--- src/rtl/mips_pkg.sv ---
// mips_pkg: shared MIPS types, opcode constants and the IF/ID payload layout
package mips_pkg;
  localparam int XLEN = 32;
  typedef enum logic [2:0] {
    SE_SIGN16 = 3'b000,
    SE_ZERO16 = 3'b001,
    SE_LUI    = 3'b010,
    SE_SIGN8  = 3'b011,
    SE_ZERO8  = 3'b100
  } se_select_t;
  localparam logic [5:0] OP_RTYPE = 6'h00;
  localparam logic [5:0] OP_J     = 6'h02;
  localparam logic [5:0] OP_JAL   = 6'h03;
  localparam logic [5:0] OP_BEQ   = 6'h04;
  localparam logic [5:0] OP_BNE   = 6'h05;
  localparam logic [5:0] OP_BLEZ  = 6'h06;
  localparam logic [5:0] OP_BGTZ  = 6'h07;
  localparam logic [5:0] OP_ADDI  = 6'h08;
  localparam logic [5:0] OP_ADDIU = 6'h09;
  localparam logic [5:0] OP_SLTI  = 6'h0A;
  localparam logic [5:0] OP_SLTIU = 6'h0B;
  localparam logic [5:0] OP_ANDI  = 6'h0C;
  localparam logic [5:0] OP_ORI   = 6'h0D;
  localparam logic [5:0] OP_XORI  = 6'h0E;
  localparam logic [5:0] OP_LUI   = 6'h0F;
  localparam logic [5:0] OP_LB    = 6'h20;
  localparam logic [5:0] OP_LH    = 6'h21;
  localparam logic [5:0] OP_LW    = 6'h23;
  localparam logic [5:0] OP_LBU   = 6'h24;
  localparam logic [5:0] OP_LHU   = 6'h25;
  localparam logic [5:0] OP_SB    = 6'h28;
  localparam logic [5:0] OP_SH    = 6'h29;
  localparam logic [5:0] OP_SW    = 6'h2B;
  typedef struct packed {
    logic [XLEN-1:0] instr;
    logic [XLEN-1:0] pc_plus4;
    se_select_t      se_select;
  } ifid_payload_t;
endpackage

--- src/rtl/se_select_decode.sv ---
// se_select_decode: opcode -> extender mode (ports: opcode in, se_select out); only 16-bit modes are produced
module se_select_decode
  import mips_pkg::*;
(
  input  logic [5:0] opcode,
  output se_select_t se_select
);
  always_comb se_select = (opcode >= OP_ANDI && opcode <= OP_XORI) ? SE_ZERO16 :
                          (opcode == OP_LUI) ? SE_LUI : SE_SIGN16;
endmodule

--- src/rtl/ifid_stage.sv ---
// ifid_stage: IF/ID register with 2-entry skid buffer and pre-decoded extender mode (ports: clk/rst, if_* fetch side, flush, id_* decode side)
module ifid_stage
  import mips_pkg::*;
#(
  parameter int DATA_W = 32,
  parameter logic [DATA_W-1:0] NOP_INSTR = '0
) (
  input  logic              clk,
  input  logic              rst,
  input  logic              if_valid,
  output logic              if_ready,
  input  logic [DATA_W-1:0] if_instr,
  input  logic [DATA_W-1:0] if_pc_plus4,
  input  logic              flush,
  output logic              id_valid,
  input  logic              id_ready,
  output logic [DATA_W-1:0] id_instr,
  output logic [DATA_W-1:0] id_pc_plus4,
  output logic [15:0]       id_imm,
  output logic [2:0]        id_se_select
);
  logic              main_valid, skid_valid;
  logic [DATA_W-1:0] main_instr, main_pc, skid_instr, skid_pc;
  se_select_t        main_se, skid_se, in_se;
  logic              accept, emit;
  se_select_decode u_dec (.opcode(if_instr[DATA_W-1:DATA_W-6]), .se_select(in_se));
  // if_ready depends only on the skid flop, so fetch never sees a path from id_ready
  assign if_ready     = ~rst & ~skid_valid;
  assign accept       = if_valid & if_ready;
  assign emit         = main_valid & id_ready;
  assign id_valid     = main_valid;
  assign id_instr     = main_instr;
  assign id_pc_plus4  = main_pc;
  assign id_imm       = main_instr[15:0];
  assign id_se_select = main_se;
  always_ff @(posedge clk) begin
    if (rst) begin
      main_valid <= 1'b0;
      skid_valid <= 1'b0;
      main_instr <= NOP_INSTR;
      main_pc    <= '0;
      main_se    <= SE_SIGN16;
      skid_instr <= NOP_INSTR;
      skid_pc    <= '0;
      skid_se    <= SE_SIGN16;
    end else if (flush) begin
      main_valid <= 1'b0;
      skid_valid <= 1'b0;
      main_instr <= NOP_INSTR;
      main_se    <= SE_SIGN16;
    end else if (emit & skid_valid) begin
      main_instr <= skid_instr;
      main_pc    <= skid_pc;
      main_se    <= skid_se;
      skid_valid <= 1'b0;
    end else if (accept & (~main_valid | emit)) begin
      main_valid <= 1'b1;
      main_instr <= if_instr;
      main_pc    <= if_pc_plus4;
      main_se    <= in_se;
    end else if (accept) begin
      skid_valid <= 1'b1;
      skid_instr <= if_instr;
      skid_pc    <= if_pc_plus4;
      skid_se    <= in_se;
    end else if (emit) begin
      main_valid <= 1'b0;
    end
  end
endmodule

--- config.mk ---
export PLATFORM = sky130hd
export DESIGN_NAME = ifid_stage
export DESIGN_NICKNAME = d
export VERILOG_FILES = /design/src/rtl/mips_pkg.sv /design/src/rtl/se_select_decode.sv /design/src/rtl/ifid_stage.sv
export SDC_FILE = /design/constraint.sdc
export NUM_CORES = 1
export LEC_CHECK = 0
export ABC_AREA = 1
export BUFFER_PORTS_ARGS = -buffer_cell sky130_fd_sc_hd__buf_2
export CAP_MARGIN = 20
export CORE_ASPECT_RATIO = 1.1
export CORE_MARGIN = 4
export CORE_UTILIZATION = 53
export DETAILED_ROUTE_END_ITERATION = 8
export PLACE_DENSITY = 0.8
export SLEW_MARGIN = 20
export SYNTH_ARGS = -nofsm -noshare
export SYNTH_HDL_FRONTEND = slang
export SYNTH_SLANG_ARGS = --single-unit
--- constraint.sdc ---
create_clock -name clk -period 1.36 [get_ports clk]
set_input_delay 0.272 -clock clk [delete_from_list [all_inputs] [get_ports clk]]
set_output_delay 0.272 -clock clk [all_outputs]
set_load 0.02 [all_outputs]
==> reports/summary.txt, run 1 <==
Crit-path max FO -> 8
Core area -> 10860 um2
Met1 Track Usage GR -> 30.70%
Max Clk Rate -> 704.3 MHz
Largest net degree at the start of global routing -> 41
Setup CP Type -> reg2reg
Rows -> 40
DP Wirelength -> 9.749 mm
CP Capture Type -> flip-flop
Initial antenna violation count -> 1
Global Route met2 Usage -> 38.96%
Clk pin slew, worst setup/hold paths -> 0.06 ns
Clock latency on the worst-skew pair -> 0.41 ns
Area of the multi-input gates -> 2938 um2
Starting Density -> 54.03%
Post-placement cell count -> 1151
Clk Tree Root Cell -> clkbuf_16
Die H -> 118.4 um
GP Congestion -> 0.8262
Antenna-violating nets left -> 0
Post-layout worst setup margin -> -0.05979 ns
Max_cap viols -> 0
Clk buf depth -> 2
WP data required -> 1.69 ns
Reg2Reg Depth -> 7
Worst r2r dst -> skid_pc[17]
Arrival time at the worst endpoint -> 1.75 ns
First-pass GRT wire length -> 24.76 mm
Share of layout cells above drive strength 1 -> 29.62%
Chip Width -> 108.3 um
Vias in the first global route -> 5158
Slew Limit Fails -> 0
Syn_nets -> 960
Fin nets -> 1106
DRT Wirelength -> 16.70 mm
Seq. cell area -> 2690 um2
Port bufs -> 152
Vias -> 5989
GRT Overall Usage -> 23.91%
Yosys warnings -> 0
Post-synth top area cell -> dfxtp_1
Non-Filler Instances -> 1198
Hold crit path type -> in2reg
CTS tree -> built
#FFs+latches synth -> 134
Synth Instances -> 891
Status -> finished with violations
Synth-to-layout area growth -> 36.38%
Drt via density -> 4.999
Min-delay src -> if_instr[24]
Final Cell Area -> 8003 um2
Drt pass-1 iters -> 5
DP Area -> 6735 um2
Drt wl/cell -> 13.94 um
Period Utilization, post-route -> 104.4%
Leakage -> 0.004060 uW
Filler Cell Count -> 845
Level count of the clock H-tree -> 4
Maximum vdd drop -> 0.7504 mV
Hold Crit Depth -> 3
Post-route minimum period -> 1.420 ns
Unrepaired setup endpoints after global routing -> true
Post-synthesis sequential area ratio -> 45.71%
Hold endpoint -> skid_instr[24]
CP startpoint -> id_valid
Hold-fix buffers at CTS -> 0
PwrDens -> 1210 nW/um2
Worst r2r src -> id_valid
Initial drt markers -> 490
Met3 Usage GRT -> 6.608%
# IOs -> 154
Inserted Clock Buffers -> 17
Area of the mapped netlist -> 5868 um2
Remaining global-route overflow -> 0
CP startpoint kind -> flip-flop
Library cells used by synthesis -> 24
Die area -> 12820 um2
Drc violations -> 0
R2r setup slk -> -0.06 ns
Violated checks -> setup timing
Main area contributors after synthesis -> dfxtp_1 46%, nand2_1 25%, nor2_1 8.5%
Post-synth top area share -> 45.71%
Clock Skew -> 0.005616 ns
CTS sink cnt -> 134
Synth Area per Inst -> 6.586 um2
Most Crowded Layer GR -> met2
Fin. Hold Viols -> 0
Setup Viol. Count Final -> 39
Post-place setup slack -> -0.1135 ns
## synth_stat cells
cell,number
inv_1,38
buf_1,1
buf_2,16
clkbuf_2,2
buf_4,31
nand3_2,1
nand2_1,397
nand2_2,2
a21oi_1,67
conb_1,1
o21ai_1,2
nor2_1,133
buf_6,5
and3_1,1
or2_2,1
nand4_1,1
nor2_2,1
o21ai_0,30
inv_2,2
clkbuf_1,16
nand3_1,7
nor2_4,1
nor3_2,1
dfxtp_1,134
## routing by layer
metal	vias to the layer above	part of all wire, %
met3	25	7.5
met2	215	50
met4	2	1.3
met5	-	0.078
li1	2996	-
met1	2751	41
## critical path, cell delays in order (launching register included)
cell	delay [ns]
dfxtp_4	0.36
nand2_4	0.06
buf_6	0.12
nor3_4	0.24
buf_12	0.20
buf_8	0.15
nand2_4	0.06
a21oi_2	0.15
## stage by stage
stage | total power, uW | utilization (%) | TNS (ns) | hold slack [ns]
floorplan | 4628 | - | 0 | 0.4147
global placement | 4953 | 62.02 | -5.317 | 0.4511
detailed placement | 4957 | 62.02 | -7.602 | 0.4547
CTS | 9655 | 68.55 | -0.01393 | 0.1019
global route | 9973 | 73.66 | -3.358 | 0.1189
finish | 9683 | 73.69 | -0.8798 | 0.1162
## cell type report
cell class,count,area share [%]
multi-input combinational,646,36.71
sequential,134,33.61
timing repair buffer,198,17.73
clock buffer,24,6.144
tap,147,2.298
inverter,40,1.970
clock inverter,8,1.501
antenna,1,0.03127
## worst max-delay path by stage
stage	to	slack (ns)
after floorplan	skid_instr[0]	0.002
after global placement	skid_instr[17]	-0.08
after detailed placement	skid_instr[12]	-0.11
after CTS	skid_instr[12]	-0.005
after global routing	skid_pc[23]	-0.10
final	skid_pc[17]	-0.06
## placed cells by master, fill, tap and decap left out, types with 18 or more instances in the layout
cell type	netlist	final
clkbuf_16	0	23
o21ai_0	30	30
dfxtp_1	134	132
buf_4	31	18
nor2_1	133	120
a21oi_1	67	38
inv_1	38	38
nand2_4	0	24
nand2_1	397	366
a21oi_2	0	29
buf_2	16	152
## registers in the layout (all words and copies together), names as in the netlist
register      flops
id_valid          1
id_pc_plus4      32
skid_instr       32
skid_pc          32
skid_se           2
id_se_select      2
id_instr         32
skid_valid        1
## timing repair
action	4_1_cts	5_1_grt
pin swaps	1	29
endpoints found under the hold margin	0	0
gates resized for setup	13	116
buffers inserted	6	2
setup endpoints to repair	87	116
gates cloned	2	7
## cell families (layout without fill, tap and decap cells)
family / Yosys count / count (layout) / synth area share, %
compound gates: 99 / 99 / 8.443
buf+inv: 111 / 270 / 10.11
flops: 134 / 134 / 45.71
other cells: 1 / 2 / 0.06390
simple gates: 546 / 546 / 35.67
## report_power, final
part | total, uW | leakage (uW) | switching [uW] | internal (uW)
logic | 905 | 0.00268 | 570 | 335
clock network | 4720 | 0.000296 | 1650 | 3070
registers | 4060 | 0.00109 | 47.3 | 4010
total | 9680 | 0.00406 | 2260 | 7420
Note: power is estimated with default switching activity, not from simulation.
==> run 2, diff against run 1 <==
--- a/config.mk
+++ b/config.mk
@@ -10,9 +10,9 @@
 export CAP_MARGIN = 20
 export CORE_ASPECT_RATIO = 1.1
 export CORE_MARGIN = 4
-export CORE_UTILIZATION = 53
+export CORE_UTILIZATION = 57
 export DETAILED_ROUTE_END_ITERATION = 8
-export PLACE_DENSITY = 0.8
+export PLACE_DENSITY = 0.85
 export SLEW_MARGIN = 20
 export SYNTH_ARGS = -nofsm -noshare
 export SYNTH_HDL_FRONTEND = slang
==> constraint.sdc (replaced) <==
create_clock -name clk -period 1.8 [get_ports clk]
set_input_delay 0.36 -clock clk [delete_from_list [all_inputs] [get_ports clk]]
set_output_delay 0.36 -clock clk [all_outputs]
set_load 0.02 [all_outputs]
==> run 2 against run 1 <==
The run now ends clean; design area down 11%; die area fell by 6.5%; power is 29% lower; critical endpoint is now if_ready; largest cell class is now flip-flops and latches; largest power group unchanged; highest routed layer is now met4.
==> reports/summary.txt, run 2 (synthesis results as in run 1) <==
Die H -> 114.4 um
Level count of the clock H-tree -> 4
Status -> finished, final reports clean
Synth-to-layout area growth -> 21.49%
WP data required -> 1.44 ns
CTS sink cnt -> 134
PwrDens -> 958.4 nW/um2
Most frequent cells in the layout -> 396 x nand2_1, 152 x buf_2, 134 x dfxtp_1, 132 x nor2_1, 67 x a21oi_1
Hold-fix buffers at CTS -> 0
Core area -> 9985 um2
Post-CTS Setup Inserts -> 0
Drt wl/cell -> 12.90 um
Drt via density -> 5.048
CP peak stage delay -> 0.35 ns
Clk Tree Root Cell -> clkbuf_8
Period Utilization, post-route -> 86.39%
Antenna diodes -> 0
Antenna-violating nets left -> 0
Slew Limit Fails -> 0
# resized after CTS -> 0
Drc violations -> 0
GRT Overall Usage -> 25.11%
Worst Tran Pin Value -> 0.5428 ns
CP startpoint kind -> flip-flop
Maximum vdd drop -> 0.5711 mV
Max_cap viols -> 0
CP delay by family, top -> flip-flops
Clock Skew -> 0.006544 ns
DRT Wirelength -> 14.75 mm
Die area -> 11980 um2
Port bufs -> 152
Clk pin slew, worst setup/hold paths -> 0.06 ns
Setup Viol. Count Final -> 0
Initial antenna violation count -> 0
CP Capture Type -> primary output
Rows -> 38
Crit-path cells -> nor2_4, buf_2
Unrepaired setup endpoints after global routing -> false
Hold crit path type -> in2reg
First-pass GRT wire length -> 24.72 mm
Chip Width -> 104.7 um
Max stage delay cell, worst path -> dfxtp_1
Largest net degree at the start of global routing -> 65
Most common cell after layout, fill and taps aside -> nand2_1
Inserted Clock Buffers -> 17
Setup CP Type -> reg2out
Crit-path max FO -> 3
Slew headroom -> 63.81%
Stages on worst setup path -> 2
Vias in the first global route -> 5300
R2r setup slk -> 0.32 ns
Setup tns final -> 0 ns
Post-route minimum period -> 1.555 ns
Filler Cell Count -> 882
Share of layout cells above drive strength 1 -> 20.90%
Clk buf depth -> 2
Fin nets -> 1080
Arrival time at the worst endpoint -> 1.19 ns
Remaining global-route overflow -> 0
Leakage -> 0.003601 uW
Starting Density -> 58.77%
Hold Crit Depth -> 3
DP Wirelength -> 9.368 mm
Clock latency on the worst-skew pair -> 0.51 ns
Vias -> 5775
Max Clk Rate -> 643.1 MHz
CTS tree -> built
Buf/Inv on CP -> 1
Fin. Hold Viols -> 0
GP Congestion -> 0.8101
Initial drt markers -> 373
# IOs -> 154
Reg2Reg Depth -> 5
Drt pass-1 iters -> 5
Hold_ws -> 0.1017 ns
==> run 2: cell count changes in the layout (fill, tap and decap cells not counted), moves of 7 or more <==
cell and delta:
nand2_1 +30, a21oi_1 +29, nand2_4 -24, nor2_1 +12
a21oi_2 -29, clkbuf_16 -7, nor2_2 -12
==> run 2: layout make-up <==
type | instances | area [um2] | share of cell area (%)
sequential | 134 | 2683 | 37.63
multi-input combinational | 646 | 2604 | 36.52
timing repair buffer | 172 | 998.5 | 14.00
clock buffer | 18 | 417.9 | 5.862
inverter | 40 | 150.1 | 2.106
tap | 120 | 150.1 | 2.106
clock inverter | 14 | 126.4 | 1.773
==> run 2: final timing paths <==
| path | start | end |
|---|---|---|
| hold reg to reg | skid_instr[15] | skid_instr[15] |
| setup / recovery | skid_valid | if_ready |
| setup reg to reg | skid_valid | id_instr[7] |
| hold / removal | if_pc_plus4[27] | skid_pc[27] |
==> run 2: per-stage QoR <==
step	total power (uW)	worst slack, ns	utilization (%)	instance area, um2	cells
after global placement	3717	0.2262	65.95	6585	1112
final	6833	0.2450	71.40	7129	1144
after detailed placement	3726	0.2220	65.95	6585	1112
after floorplan	3497	0.4181	-	5868	891
after global routing	7109	0.1789	71.40	7129	1144
after CTS	6875	0.2282	71.40	7129	1144
==> run 2: worst register-to-register path, cell delays in order (launching register included) <==
cell,delay [ns]
dfxtp_1,0.41
nand3_2,0.17
nand2_1,0.20
buf_4,0.34
o21ai_0,0.17
nor2_1,0.13
==> run 2: where the power goes <==
group          internal (uW)  leakage (uW)  total (uW)  switching, uW
Combinational            214       0.00226         601            387
Sequential              3030       0.00109        3070           33.9
Clock                   1840      0.000254        3160           1330
Total                   5090       0.00360        6830           1750
==> run 2: per-layer routing <==
layer	routed length, um	share of wire [%]	global-route usage [%]
met4	334	2.3	10.94
met1	6254	42	31.31
met2	7106	48	41.68
met3	1059	7.2	5.979
met5	0	0	0
